## src/rtl/rr_arbiter8.sv

```systemverilog
// rr_arbiter8: eight-way round-robin arbiter with a per-ownership hold limit.
// grant is the one-hot owner, sel its binary index for the demux fabric.
// A forced release at the hold limit is flagged by a one-cycle expired pulse.
module rr_arbiter8 #(
  parameter int HOLD_MAX = 16,
  parameter int CNT_W    = 8
) (
  input  logic       clk,
  input  logic       rst_n,
  input  logic       enable,
  input  logic [7:0] req,
  output logic [7:0] grant,
  output logic [2:0] sel,
  output logic       busy,
  output logic       expired
);

  typedef enum logic {
    ST_IDLE = 1'b0,
    ST_OWN  = 1'b1
  } state_t;

  state_t           state;
  logic [2:0]       ptr;
  logic [CNT_W-1:0] cnt;
  logic             win_found;
  logic [2:0]       win_idx;
  logic [2:0]       scan_idx;

  // Find the first requester after the last owner, wrapping modulo 8
  always_comb begin
    win_found = 1'b0;
    win_idx   = ptr;
    scan_idx  = '0;
    for (int k = 1; k <= 8; k++) begin
      scan_idx = ptr + 3'(k);
      if (!win_found && req[scan_idx]) begin
        win_found = 1'b1;
        win_idx   = scan_idx;
      end
    end
  end

  // Ownership state machine; every output is registered here
  always_ff @(posedge clk or negedge rst_n) begin
    if (!rst_n) begin
      state   <= ST_IDLE;
      grant   <= '0;
      sel     <= '0;
      busy    <= 1'b0;
      expired <= 1'b0;
      ptr     <= 3'd7;
      cnt     <= '0;
    end else begin
      expired <= 1'b0;
      case (state)
        ST_IDLE: begin
          if (enable && win_found) begin
            state <= ST_OWN;
            grant <= 8'b1 << win_idx;
            sel   <= win_idx;
            busy  <= 1'b1;
            cnt   <= CNT_W'(1);
          end
        end
        ST_OWN: begin
          if (!req[sel]) begin
            state <= ST_IDLE;
            grant <= '0;
            busy  <= 1'b0;
            ptr   <= sel;
          end else if ((HOLD_MAX != 0) && (cnt == CNT_W'(HOLD_MAX))) begin
            state   <= ST_IDLE;
            grant   <= '0;
            busy    <= 1'b0;
            ptr     <= sel;
            expired <= 1'b1;
          end else if (cnt != {CNT_W{1'b1}}) begin
            cnt <= cnt + 1'b1;
          end
        end
        default: begin
          state <= ST_IDLE;
          grant <= '0;
          busy  <= 1'b0;
        end
      endcase
    end
  end

endmodule

```

## config.mk

```make
export PLATFORM = sky130hd
export DESIGN_NAME = rr_arbiter8
export DESIGN_NICKNAME = d
export VERILOG_FILES = /design/src/rtl/rr_arbiter8.sv
export SDC_FILE = /design/constraint.sdc
export NUM_CORES = 1
export LEC_CHECK = 0
export ABC_AREA = 1
export ABC_CLOCK_PERIOD_IN_PS = 2900
export BUFFER_PORTS_ARGS = -buffer_cell sky130_fd_sc_hd__buf_2
export CAP_MARGIN = 20
export CELL_PAD_IN_SITES_DETAIL_PLACEMENT = 1
export CELL_PAD_IN_SITES_GLOBAL_PLACEMENT = 1
export CORE_MARGIN = 2
export CORE_UTILIZATION = 43
export CTS_BUF_LIST = sky130_fd_sc_hd__clkbuf_2 sky130_fd_sc_hd__clkbuf_4 sky130_fd_sc_hd__clkbuf_8
export CTS_CLUSTER_DIAMETER = 150
export DETAILED_ROUTE_END_ITERATION = 10
export GPL_TIMING_DRIVEN = 1
export PLACE_DENSITY_LB_ADDON = 0.25
export SLEW_MARGIN = 20
export SYNTH_ARGS = -nofsm -noshare
export SYNTH_HDL_FRONTEND = slang
export SYNTH_SLANG_ARGS = --single-unit
```

## constraint.sdc

```tcl
create_clock -name clk -period 2.9 [get_ports clk]
set_input_delay 0.145 -clock clk [delete_from_list [all_inputs] [get_ports clk]]
set_output_delay 0.145 -clock clk [all_outputs]
set_load 0.05 [all_outputs]
```

# After elaboration in Yosys (flattened, before gate mapping)
# Cells that the tools add are included.
[op_classes] n_lt_le_gt_ge=9 add_sub_neg=8 n_reduce_logical=19 n_mul=0 n_eq_ne=8 n_bitwise=1 mux=56 div_mod_pow=0 shift=1
[op_table] cell="two-way mux 8 bit" count=7
[op_table] cell="less-than comparator 3 x 4 -> 1 bit, second input constant" count=9
[op_table] cell="one-hot mux 8 bit (2 select lines)" count=2
[op_table] cell="two-way mux 3 bit" count=10
[op_table] cell="binary-select mux 1 bit (select 3 bit)" count=9
[op_table] cell="two-way mux 1 bit" count=26
[op_table] cell="adder 3 bit, second input constant" count=4
[op_table] cell="adder 8 x 1 -> 8 bit, second input constant" count=1
[op_table] cell="== test 8 x 5 -> 1 bit, second input constant" count=1
[op_table] cell="logical AND 1 bit" count=8
[op_table] cell="!= test 8 bit, second input constant" count=1
[op_table] cell="<< shifter 1 x 3 -> 8 bit, first input constant" count=1
[op_table] cell="zero test 1 bit" count=7
[op_table] cell="adder 3 x 2 -> 3 bit, second input constant" count=2
[op_table] cell="!= test 2 x 1 -> 1 bit, second input constant" count=3
[op_table] cell="AND reduction 2 bit" count=3
[op_table] cell="!= test 2 bit, second input constant" count=2
[op_table] cell="one-hot mux 1 bit (2 select lines)" count=2
[op_table] cell="AND reduction 4 bit" count=1
[op_table] cell="adder 3 x 1 -> 3 bit, second input constant" count=1
[op_table] cell="!= test 3 x 2 -> 1 bit, second input constant" count=1
[op_table] cell="NOT 1 bit" count=1
[word_totals] register_bits=25 in_bits=11 romBits=0 ramBits=0 out_inout_bits=13 memories=0 latch_bits=0 elab_cells=109

# Depth between registers and ports, before layout
[depth] depth_word=28 mapped_depth=19 depth_no_buf=18

# Worst setup path after synthesis
# OpenSTA, ideal clock, no wires.
[synth_path] kind="reg-to-reg" startpoint="register ptr[1]" endpoint="register grant[0]" stages_incl_launch_ff=17 arrival_ns=2.461 setup_time_ns=0.066 path_slack_ns=0.374 t_required_ns=2.834 synth_period_minus_slack_ns=2.526 n_path_buf=2 path_cell_list="dfstp_2 -> buf_2 -> inv_2 -> ha_1 -> inv_2 -> nand3_2 -> nand3_2 -> nand2_2 -> nor2_2 -> nand4_1 -> nor3_2 -> nand2_1 -> nand3_4 -> and2_1 -> buf_4 -> nand2_1 -> nand2_1"
[synth_between] elab_chain_cells=28 elab_cells_between_ends=59 cone_classes="add/sub: 7; eq/ne: 1; shift: 1; mux: 34; reduce/logical: 16"
[synth_rtl] item="from (decl)" line="24" rtl="logic [2:0] ptr;"
[synth_rtl] item="from (signal assigned)" line="71" rtl="ptr <= sel;"
[synth_rtl] item="from (signal assigned)" line="76" rtl="ptr <= sel;"
[synth_rtl] item="adder 3 x 1 -> 3 bit" line="36" rtl="scan_idx = ptr + 3'(k);"
[synth_rtl] item="binary-select mux 1 bit (select 3 bit)" line="37" rtl="if (!win_found && req[scan_idx]) begin"
[synth_rtl] item="two-way mux 1 bit (not written as such)" line="37"
[synth_rtl] item="two-way mux 1 bit" line="37"
[synth_rtl] item="zero test 1 bit" line="37"
[synth_rtl] item="logical AND 1 bit" line="37"
[synth_rtl] item="two-way mux 1 bit" line="37"
[synth_rtl] item="zero test 1 bit" line="37"
[synth_rtl] item="[... 12 more ...]"
[synth_rtl] item="logical AND 1 bit" line="37"
[synth_rtl] item="two-way mux 1 bit" line="37"
[synth_rtl] item="zero test 1 bit" line="37"
[synth_rtl] item="logical AND 1 bit" line="37"
[synth_rtl] item="two-way mux 3 bit / two-way mux 1 bit (equally long branches)" line="37"
[synth_rtl] item="<< shifter 1 x 3 -> 8 bit / logical AND 1 bit (equally long branches)" line="60, 58"
[synth_rtl] item="two-way mux 8 bit / != test 2 bit (equally long branches)"
[synth_rtl] item="one-hot mux 8 bit (2 select lines) / AND reduction 2 bit (equally long branches)"
[synth_rtl] item="to (signal assigned)" line="60" rtl="grant <= 8'b1 << win_idx;"
[synth_rtl] item="to (decl)" line="12" rtl="output logic [7:0] grant,"
# Parallel ways exist; a longest one is shown, timed or not. The select of a mux whose other input is x is not followed.
# A chain may end at the register's enable or synchronous reset.

# Worst setup path after layout
[layout_path] startpoint="register ptr[1]" endpoint="register cnt[1]"
[layout_between] elab_chain_cells=28 elab_cells_between_ends=48 cone_classes="add/sub: 7; eq/ne: 1; mux: 24; reduce/logical: 16"
[layout_rtl] item="adder 3 x 1 -> 3 bit" line="36"
[layout_rtl] item="binary-select mux 1 bit (select 3 bit)" line="37"
[layout_rtl] item="two-way mux 1 bit (not written as such)" line="37"
[layout_rtl] item="two-way mux 1 bit" line="37"
[layout_rtl] item="zero test 1 bit" line="37"
[layout_rtl] item="logical AND 1 bit" line="37"
[layout_rtl] item="two-way mux 1 bit" line="37"
[layout_rtl] item="zero test 1 bit" line="37"
[layout_rtl] item="[... 12 more ...]"
[layout_rtl] item="logical AND 1 bit" line="37"
[layout_rtl] item="two-way mux 1 bit" line="37"
[layout_rtl] item="zero test 1 bit" line="37"
[layout_rtl] item="logical AND 1 bit" line="37"
[layout_rtl] item="two-way mux 1 bit (*)" line="37"
[layout_rtl] item="logical AND 1 bit (*)" line="58" rtl="if (enable && win_found) begin"
[layout_rtl] item="!= test 2 bit (no line) (*)"
[layout_rtl] item="AND reduction 4 bit (no line) (*)"
[layout_rtl] item="to (signal assigned)" line="79" rtl="cnt <= cnt + 1'b1;"
[layout_rtl] item="to (decl)" line="25" rtl="logic [CNT_W-1:0] cnt;"
# Every way passes the cells marked *; elsewhere a longest branch is shown, timed or not. The select of a mux whose other input is x is not followed.

==> flow_summary.yaml <==
sta:
  timing.final.ws_setup_ps: 277
  fmax_ghz: 0.381
  rsz0062_at_grt: "false"
  skew_ps: 9.16
  finalSetupViolations: 0
  slew_headroom: 0.643
  tightest_slew_ps: 535
  finalCriticalPeriod_ps: 2620
  hold_viol_final: 0
  timing.final.max_slew_violations: 0
  finalCritPeriodShare: 0.904
  fin_setup_tns_ps: 0
synth:
  yosysWarnings: 0
  synth.distinct_cells: 36
  ys_ff_latch: 25
  syn_area_um2: 2020
  syn_avg_cell_area_um2: 6.56
  synth_fp_nets: 323
  seq_area_frac_synth: 0.312
  synth_cells: 308
finish:
  antenna_cells: 0
  fin_nets: 349
  area_delta_synth_final_pct: 12.1
  fillers: 606
  drive_above_1_share: 0.189
  fin_area_um2: 2260
cts:
  post_cts_buffers: 0
  worstSkewPairLatency_ps: 270
  clockBufferDepth: 2
  cts_root_buffer: "clkbuf_8"
  clkTransAtPathRegs_ps: 90
  clock_sinks: 25
  cts_tree: "done"
  cts_made_buffers: 3
  cts.htree.levels: 1
setup_path:
  crit_type: "register to register"
  critical-path-top-delay-family: "simple AND/OR/NAND/NOR gates"
  cp.arrival_ps: 2780
  worst-path-buf-inv: 2
  worstPathCellList: "inv_2 -> ha_2 -> inv_2 -> nand3_1 -> nand2_1 -> o21ai_0 -> nor3_2 -> nand2_1 -> nand3_4 -> nand2_4 -> nand2_4 -> nand2_1 -> nand2_1"
  worstReg2RegStart: "ptr[1]$_DFFE_PN1P_"
  cp_max_fo: 10
  cp-end-kind: "register"
  crit_required_ps: 3050
  critical-path-slowest-cell: "dfstp_2"
  critPathLaunchType: "register"
  crit_path_max_incr_delay_ps: 540
  path_common_cell: "nand2_1"
  critPathLaunch: "ptr[1]$_DFFE_PN1P_"
global_route:
  antenna_found_initial: 0
  use_met1: 0.322
  use_met2: 0.382
  grt_pass1_wl_mm: 9.37
  grt-busiest-layer: "met2"
  gr-total-overflow: 0
  use_met3: 0.0292
  grt_util_all_layers: 0.227
  grt_pass1_vias: 2013
  grt_max_degree: 26
routing:
  ant_nets: 0
  first_iter_violations: 63
  first_pass_iters: 4
  wl_per_cell_um: 14.6
  viasPerCell: 5.42
  routed_wl_mm: 5.64
  drc_errors: 0
  vias: 2088
floorplan:
  start_util: 0.454
  rows: 24
  pin_count: 24
  die_h_um: 72.5
  coreArea_um2: 4440
  dieWidth_um: 72.5
  die-area_um2: 5260
placement:
  dp_hpwl_mm: 4.64
  routabilityCongestion: 0.869
  placed_area_um2: 2180
  numPortBuffers: 23
  place_ws_ps: 206
min_path:
  hp-start: "enable"
  hold_class: "primary input to register"
run:
  max-cap-violations: 0
status:
  status: "finished clean"
==> synthesized netlist by cell type <==
master | n | area (µm²)
nand2_1 | 132 | 495
nand3_1 | 37 | 185
dfrtp_1 | 22 | 551
inv_1 | 20 | 75.1
nor2_1 | 17 | 63.8
o21ai_0 | 8 | 40.0
a21oi_1 | 6 | 30.0
nand2_2 | 6 | 37.5
nand4_1 | 6 | 37.5
xor2_1 | 6 | 52.6
inv_2 | 5 | 18.8
nand3_2 | 5 | 50.1
ha_1 | 4 | 50.1
buf_4 | 3 | 22.5
dfstp_2 | 3 | 78.8
nor3_1 | 3 | 15.0
nand3b_1 | 2 | 15.0
nor2_2 | 2 | 12.5
nor4_1 | 2 | 12.5
o21bai_1 | 2 | 15.0
xnor2_1 | 2 | 17.5
a21oi_2 | 1 | 8.76
a31oi_1 | 1 | 6.26
a32o_1 | 1 | 10.0
and2_1 | 1 | 6.26
and3_1 | 1 | 6.26
buf_2 | 1 | 5.00
buf_6 | 1 | 11.3
clkbuf_1 | 1 | 3.75
nand2_4 | 1 | 11.3
nand3_4 | 1 | 17.5
nand4_2 | 1 | 12.5
nor2_4 | 1 | 11.3
nor3_2 | 1 | 10.0
nor3b_1 | 1 | 7.51
xor2_2 | 1 | 16.3
==> metal layers <==
| layer | vias to the layer above | share of wire |
|---|---|---|
| li1 | 1044 | - |
| met1 | 1012 | 0.49 |
| met2 | 30 | 0.48 |
| met3 | 2 | 0.024 |
| met4 | 0 | 0.0014 |
| met5 | - | 0 |
==> placed cells by master, fill, tap and decap left out, drive strengths merged <==
| cell type | count |
|---|---|
| nand2 | 139 |
| nand3 | 43 |
| buf | 26 |
| inv | 25 |
| dfrtp | 22 |
| nor2 | 20 |
| o21ai | 8 |
| xor2 | 7 |
| nand4 | 7 |
| a21oi | 7 |
| nor3 | 4 |
| ha | 4 |
| clkbuf | 3 |
| dfstp | 3 |
| xnor2 | 2 |
| o21bai | 2 |
| nor4 | 2 |
| nand3b | 2 |
| a31oi | 1 |
| a32o | 1 |
| and3 | 1 |
| and2 | 1 |
| nor3b | 1 |
| clkinvlp | 1 |
| dlygate4sd3 | 1 |
==> path summary, 6_finish.rpt <==
check,cells after the start,end,slack [ps]
setup / recovery,13,cnt[1]$_DFFE_PN0P_,280
hold / removal,3,busy$_DFFE_PN0P_,250
setup reg to reg,13,cnt[1]$_DFFE_PN0P_,280
hold reg to reg,2,grant[4]$_DFFE_PN0P_,490
max in group asynchronous,2,ptr[2]$_DFFE_PN1P_,2140
min in group asynchronous,2,sel[1]$_DFFE_PN0P_,380
==> state kept, by name (all words and copies together), names as in the netlist <==
signal	cells
state	1
expired	1
grant	8
busy	1
cnt	8
ptr	3
sel	3
==> stage by stage <==
step	hold slack (ps)	utilization	std cells
floorplan	-151	-	308
global placement	169	0.490	380
detailed placement	168	0.490	380
CTS	253	0.504	385
global route	270	0.510	385
finish	253	0.510	385
==> worst reg2reg max path, cell delays in order, from the launching register on <==
cell and delay (ps):
dfstp_2 540, inv_2 70, ha_2 400, inv_2 90
nand3_1 90, nand2_1 90, o21ai_0 420, nor3_2 90
nand2_1 120, nand3_4 150, nand2_4 180, nand2_4 110
nand2_1 100, nand2_1 60
==> cell type report <==
type	count	area [µm²]	area share
Clock inverter	1	7.51	0.00331
Sequential cell	25	629	0.278
Inverter	25	93.8	0.0414
Clock buffer	3	41.3	0.0182
Timing Repair Buffer	27	148	0.0652
Tap cell	52	65.1	0.0287
Multi-Input combinational cell	252	1280	0.565
==> cell families (layout without fill, tap and decap cells) <==
logic type | count (synthesis) | after routing | share of synthesized area
simple gates | 220 | 220 | 0.499
xor+xnor | 9 | 9 | 0.0428
buf+inv | 31 | 56 | 0.0675
flops | 25 | 25 | 0.312
compound gates | 19 | 19 | 0.0545
fa+ha+maj | 4 | 4 | 0.0248
==> repair_timing <==
action                                  CTS  global route
hold endpoints to repair                 22             0
gates resized for setup                   0             7
hold buffers                              1             0
endpoints found under the setup margin    0             9
Power is not shown: default switching activity piles up to over one toggle a cycle in this logic, so the estimate is an artifact.
